`config.mk`:
```
export PLATFORM = sky130hd
export DESIGN_NAME = configs_stream_loader_flat
export DESIGN_NICKNAME = d
export VERILOG_FILES = /design/src/rtl/configs_stream_loader_if.sv /design/src/rtl/configs_stream_loader.sv /design/src/flat_wrapper.sv
export SDC_FILE = /design/constraint.sdc
export NUM_CORES = 2
export LEC_CHECK = 0
export CAP_MARGIN = 20
export CORE_AREA = 8 8 463 465
export CTS_CLUSTER_SIZE = 10
export DETAILED_ROUTE_END_ITERATION = 10
export DIE_AREA = 0 0 471 473
export REMOVE_ABC_BUFFERS = 1
export SYNTH_ARGS = -nofsm -noshare
export SYNTH_HDL_FRONTEND = slang
export SYNTH_SLANG_ARGS = --single-unit
```
`constraint.sdc`:
```
create_clock -name clk -period 1.9 [get_ports clk]
set_clock_uncertainty 0.15 [all_clocks]
set_input_delay 0.38 -clock clk [delete_from_list [all_inputs] [get_ports clk]]
set_output_delay 0.38 -clock clk [all_outputs]
set_load 0.01 [all_outputs]
```
`src/rtl/configs_stream_loader_if.sv`:
```
// Stream and status bundle between the fabric configuration controller and one tile's config loader.
// The controller uses the master modport and the loader uses the slave modport.
interface configs_stream_loader_if #(
  parameter int WORD_W    = 32,
  parameter int NUM_WORDS = 36,
  parameter int CNT_W     = 6
);
  logic                        io_start;
  logic [WORD_W-1:0]           io_d_in;
  logic                        io_d_in_valid;
  logic                        io_d_in_ready;
  logic                        io_busy;
  logic                        io_done;
  logic [CNT_W-1:0]            io_word_cnt;
  logic                        io_err;
  logic [WORD_W*NUM_WORDS-1:0] io_configs_out;

  modport master (
    output io_start, io_d_in, io_d_in_valid,
    input  io_d_in_ready, io_busy, io_done, io_word_cnt, io_err, io_configs_out
  );

  modport slave (
    input  io_start, io_d_in, io_d_in_valid,
    output io_d_in_ready, io_busy, io_done, io_word_cnt, io_err, io_configs_out
  );
endinterface

```
`src/rtl/configs_stream_loader.sv`:
```
// Tile configuration loader: streams words into a flop bank using an auto-incrementing pointer.
// Defining CFG_CHECKSUM_EN adds a trailing XOR checksum word that drives io_err.
//
// state | meaning
// IDLE  | no sequence since reset; input stream not accepted
// LOAD  | accepting words (and the checksum word when enabled)
// DONE  | full sequence completed; waiting for the next start
module configs_stream_loader #(
  parameter int WORD_W    = 32,
  parameter int NUM_WORDS = 36,
  parameter int CNT_W     = 6
) (
  input logic                    clk,
  input logic                    reset,
  configs_stream_loader_if.slave bus
);
  typedef enum logic [1:0] {IDLE, LOAD, DONE} state_t;

  localparam logic [CNT_W-1:0] NUM_WORDS_C = CNT_W'(NUM_WORDS);
`ifdef CFG_CHECKSUM_EN
  localparam logic [CNT_W-1:0] END_IDX = NUM_WORDS_C;
`else
  localparam logic [CNT_W-1:0] END_IDX = CNT_W'(NUM_WORDS - 1);
`endif

  state_t                              state, state_nxt;
  logic   [CNT_W-1:0]                  cnt;
  logic   [NUM_WORDS-1:0][WORD_W-1:0]  words;
  logic                                ready;
  logic                                fire;
  logic                                last_fire;

  assign fire      = bus.io_d_in_valid && ready;
  assign last_fire = fire && (cnt == END_IDX);

  always_ff @(posedge clk) begin
    if (reset) state <= IDLE;
    else       state <= state_nxt;
  end

  always_comb begin
    state_nxt = state;
    case (state)
      IDLE:    if (bus.io_start) state_nxt = LOAD;
      LOAD:    if (!bus.io_start && last_fire) state_nxt = DONE;
      DONE:    if (bus.io_start) state_nxt = LOAD;
      default: state_nxt = IDLE;
    endcase
  end

  always_comb begin
    ready       = 1'b0;
    bus.io_busy = 1'b0;
    bus.io_done = 1'b0;
    case (state)
      LOAD: begin
        ready       = 1'b1;
        bus.io_busy = 1'b1;
      end
      DONE:    bus.io_done = 1'b1;
      default: ;
    endcase
  end

  // Start has priority over a coinciding fire: the pointer rewinds and that word is dropped.
  always_ff @(posedge clk) begin
    if (reset) begin
      cnt   <= '0;
      words <= '0;
    end else if (bus.io_start) begin
      cnt <= '0;
    end else if (fire) begin
      if (cnt < NUM_WORDS_C) words[cnt] <= bus.io_d_in;
      cnt <= cnt + CNT_W'(1);
    end
  end

`ifdef CFG_CHECKSUM_EN
  logic [WORD_W-1:0] xor_acc;
  logic              err_q;

  // The word fired at pointer NUM_WORDS is the checksum; it is compared, never stored.
  always_ff @(posedge clk) begin
    if (reset) begin
      xor_acc <= '0;
      err_q   <= 1'b0;
    end else if (bus.io_start) begin
      xor_acc <= '0;
      err_q   <= 1'b0;
    end else if (fire) begin
      if (cnt < NUM_WORDS_C) xor_acc <= xor_acc ^ bus.io_d_in;
      else                   err_q   <= (bus.io_d_in != xor_acc);
    end
  end

  assign bus.io_err = err_q;
`else
  assign bus.io_err = 1'b0;
`endif

  assign bus.io_d_in_ready  = ready;
  assign bus.io_word_cnt    = cnt;
  assign bus.io_configs_out = words;
endmodule

```
`src/flat_wrapper.sv`:
```
// flat-port wrapper written by rule: the top's interface ports become plain ports
module configs_stream_loader_flat 
#(
  parameter int WORD_W    = 32,
  parameter int NUM_WORDS = 36,
  parameter int CNT_W     = 6
)
  (clk, reset, bus_io_start, bus_io_d_in, bus_io_d_in_valid, bus_io_d_in_ready, bus_io_busy, bus_io_done, bus_io_word_cnt, bus_io_err, bus_io_configs_out);
  configs_stream_loader_if #(.WORD_W(WORD_W), .NUM_WORDS(NUM_WORDS), .CNT_W(CNT_W)) bus_i ();
  input logic clk;
  input logic reset;
  input wire logic [$bits(bus_i.io_start)-1:0] bus_io_start;
  input wire logic [$bits(bus_i.io_d_in)-1:0] bus_io_d_in;
  input wire logic [$bits(bus_i.io_d_in_valid)-1:0] bus_io_d_in_valid;
  output wire logic [$bits(bus_i.io_d_in_ready)-1:0] bus_io_d_in_ready;
  output wire logic [$bits(bus_i.io_busy)-1:0] bus_io_busy;
  output wire logic [$bits(bus_i.io_done)-1:0] bus_io_done;
  output wire logic [$bits(bus_i.io_word_cnt)-1:0] bus_io_word_cnt;
  output wire logic [$bits(bus_i.io_err)-1:0] bus_io_err;
  output wire logic [$bits(bus_i.io_configs_out)-1:0] bus_io_configs_out;
  assign bus_i.io_start = bus_io_start;
  assign bus_i.io_d_in = bus_io_d_in;
  assign bus_i.io_d_in_valid = bus_io_d_in_valid;
  assign bus_io_d_in_ready = bus_i.io_d_in_ready;
  assign bus_io_busy = bus_i.io_busy;
  assign bus_io_done = bus_i.io_done;
  assign bus_io_word_cnt = bus_i.io_word_cnt;
  assign bus_io_err = bus_i.io_err;
  assign bus_io_configs_out = bus_i.io_configs_out;
  configs_stream_loader #(.WORD_W(WORD_W), .NUM_WORDS(NUM_WORDS), .CNT_W(CNT_W)) u_core (.clk(clk), .reset(reset), .bus(bus_i));
endmodule
```
==> impl_metrics.tcl <==
set metrics [dict create \
    outcome "finished with violations" \
    violations "negative setup slack" \
    path_class "register to register" \
    critPathLaunchType "register" \
    critical_path.cell_chain "buf_4 > and4bb_4 > buf_12 > buf_6 > clkbuf_16 > nand3_4 > clkbuf_16 > mux2i_1" \
    p_per_area_mw_per_mm2 843 \
    drive_gt1_frac 0.342 \
    mostFrequentLayoutCell "nand2b_1" \
    antenna_found_initial 17 \
    hold_path.class "input port to register" \
    cp_data_arrival_time_ns 2.57 \
    num_rows 167 \
    synth_area_mm2 0.0446 \
    chipHeight_um 473 \
    hpwl_um 141000 \
    dp_cells 7673 \
    seqCellArea_mm2 0.0234 \
    fmax_mhz 486 \
    place_congestion 0.785 \
    cp-end-kind "register" \
    cts_tree "yes" \
    port_buffers 1196 \
    firstDrtPassIters 5 \
    overflow 0 \
    drt_iter0_markers 1793 \
    drc_errors 0 \
    slew_headroom 0.532 \
    maxCapViolations 0 \
    syn_area_per_cell_um2 11.2 \
    drt_wl_total_um 202000 \
    fillers 21600 \
    p_leak_nw 33.1 \
    area_delta_synth_final_pct 37.6 \
    h-tree-depth 4 \
    total_power_w 0.0517 \
    synthArstFlopShare 0 \
    ys_seq_area_frac 0.521 \
    finalCritPeriodShare 1.08 \
    clock-root-buffer "clkbuf_16" \
    clkLatencyLatePin_ns 0.79 \
    clock_path_buffers 3 \
    worstPathMaxFanout 16 \
    setup_ws_ns -0.156 \
    die_w_um 471 \
    clk_pin_slew_worst_paths_ns 0.06 \
    cellInternalPower_w 0.0391 \
    ir_drop_v 0.000829 \
    timing.hold.ws_ns 0.141 \
    multiInputGateArea_mm2 0.0201 \
    io_pins 1198 \
    fin_nets 5187 \
    crit_top_cell "clkbuf_16" \
    grt_pass1_vias 34200 \
    routedWlPerCell_um 25.5 \
    grt_pass1_wl_um 271000 \
    design.core.area_mm2 0.206 \
    syn_inst 3970 \
    final_max_slew_viol_count 0 \
    final_cell_mix "nand2b_1 (1152), mux2i_1 (1149), dfxtp_1 (1034)" \
    switching_power_w 0.0126 \
    post_dp_cell_area_mm2 0.0616 \
    p_comb_frac 0.051 \
    grt_max_degree 169 \
    pwr-share-clk 0.477 \
    cts_buffers 140 \
    vias_per_cell 4.21 \
    finalHoldViolCount 0 \
    worst_pin_slew_ns 0.702 \
    die_area_mm2 0.223 \
    cts_num_sinks 1160 \
    synth-seq-cells 1160 \
    final_area_mm2 0.0614 \
    finalSetupViolCount 988 \
    fin_cells 7906 \
    yosys_warnings 0 \
    start_util 0.216 \
    num_vias 33300 \
    rsz0062_at_grt "yes" \
    crit_path_top_delay_cell "dfxtp_4" \
    swShare 0.244 \
    synthFlopType "dfxtp_1" \
    ant_nets 0 \
    synth-edff-count 0 \
    crit_required_ns 2.42 \
    synth_cell_types 37 \
    crit_path_max_incr_delay_ns 0.36 \
    grt_usage 0.167 \
    final.min_clock_period_ns 2.06 \
    p_seq_frac 0.471 \
]
## flip-flops by register name (all words and copies together), names as in the netlist
| signal | count |
|---|---|
| u_core.bus.io_configs_out | 1152 |
| u_core.bus.io_word_cnt | 6 |
| u_core.state | 2 |
## critical path, delay by kind of cell (launching register included)
family	cells	cell delay, ns
muxes	1	0.14
DFF	1	0.36
buffers and inverters	5	0.82
and+or+nand+nor	2	0.47
## stage by stage
stage,utilization,worst slack (ns),setup TNS (ns)
after global placement,0.298,-0.499,-441.91
after detailed placement,0.298,-0.500,-441.64
after CTS,0.294,-0.253,-1.31
final,0.297,-0.156,-61.46
after floorplan,-,-2.11,-1750.47
after global routing,0.297,-0.233,-112.32
## synthesized netlist by cell type, types with 3 or more instances
cell         n  area share
nand2b_1  1184        0.17
dfxtp_1   1160        0.52
mux2i_1   1154        0.26
clkbuf_1   263       0.022
buf_2      105       0.012
nand3_2     18      0.0040
nand3_1     15      0.0017
buf_6       14      0.0035
buf_4        6      0.0010
and3_1       4     0.00056
and3b_1      4     0.00079
nand2_1      4     0.00034
nand3_4      4      0.0016
nor2_1       4     0.00034
a21oi_1      3     0.00034
nor2b_1      3     0.00042
## metal layers
| layer | global-route usage | part of all wire | wire length, um | up-vias |
|---|---|---|---|---|
| li1 | - | - | - | 15300 |
| met1 | 0.200 | 0.42 | 84100 | 16400 |
| met3 | 0.0642 | 0.088 | 17800 | 304 |
| met4 | 0.0517 | 0.030 | 6010 | 0 |
| met5 | 0 | 0 | 0 | - |
| met2 | 0.277 | 0.47 | 94000 | 1276 |
## power by group through the flow
stage	registers, W	clock network [W]	logic, W
finish	0.0244	0.0247	0.00265
global route	0.0244	0.0262	0.00272
CTS	0.0244	0.0253	0.00263
detailed placement	0.0249	0	0.00263
global placement	0.0249	0	0.00262
floorplan	0.0249	0	0.000738
## layout make-up
| cell class | count | share of cell area |
|---|---|---|
| Clock inverter | 24 | 0.00655 |
| Tap cell | 2704 | 0.0551 |
| Timing Repair Buffer | 1426 | 0.170 |
| Antenna cell | 6 | 0.000245 |
| Clock buffer | 164 | 0.0594 |
| Multi-Input combinational cell | 2422 | 0.328 |
| Sequential cell | 1160 | 0.381 |
## logic make-up (layout without fill, tap and decap cells)
family	count (synthesis)	after routing	share of synthesized area
XOR/XNOR	2	2	0.000393
AND/OR/NAND/NOR	1257	1257	0.180
flip-flops	1160	1160	0.521
multiplexers	1154	1154	0.259
other	1	7	0.0000841
adder cells (fa/ha/maj)	1	1	0.000281
AO/OA/AOI/OAI	7	7	0.000898
buffers and inverters	388	1614	0.0385
## worst paths after layout
check	from	end	cells past startpoint	slack, ns
worst min register to register	u_core.bus.io_configs_out[596]$_SDFFE_PP0P_	u_core.bus.io_configs_out[596]$_SDFFE_PP0P_	2	0.32
worst max register to register	u_core.state[1]$_SDFFE_PP0P_	u_core.bus.io_configs_out[73]$_SDFFE_PP0P_	8	-0.16
worst min-delay path	reset	u_core.bus.io_configs_out[968]$_SDFFE_PP0P_	4	0.14
worst max-delay path	u_core.state[1]$_SDFFE_PP0P_	u_core.bus.io_configs_out[73]$_SDFFE_PP0P_	8	-0.16
## repair_timing
item,4_1_cts,5_1_grt
setup buffers,10,10
hold buffers,0,0
gates resized for setup,4966,52
setup endpoints to repair,1709,342
cloned,0,19
pin swaps,3,1
No activity file was read; power rests on OpenSTA's default activity.
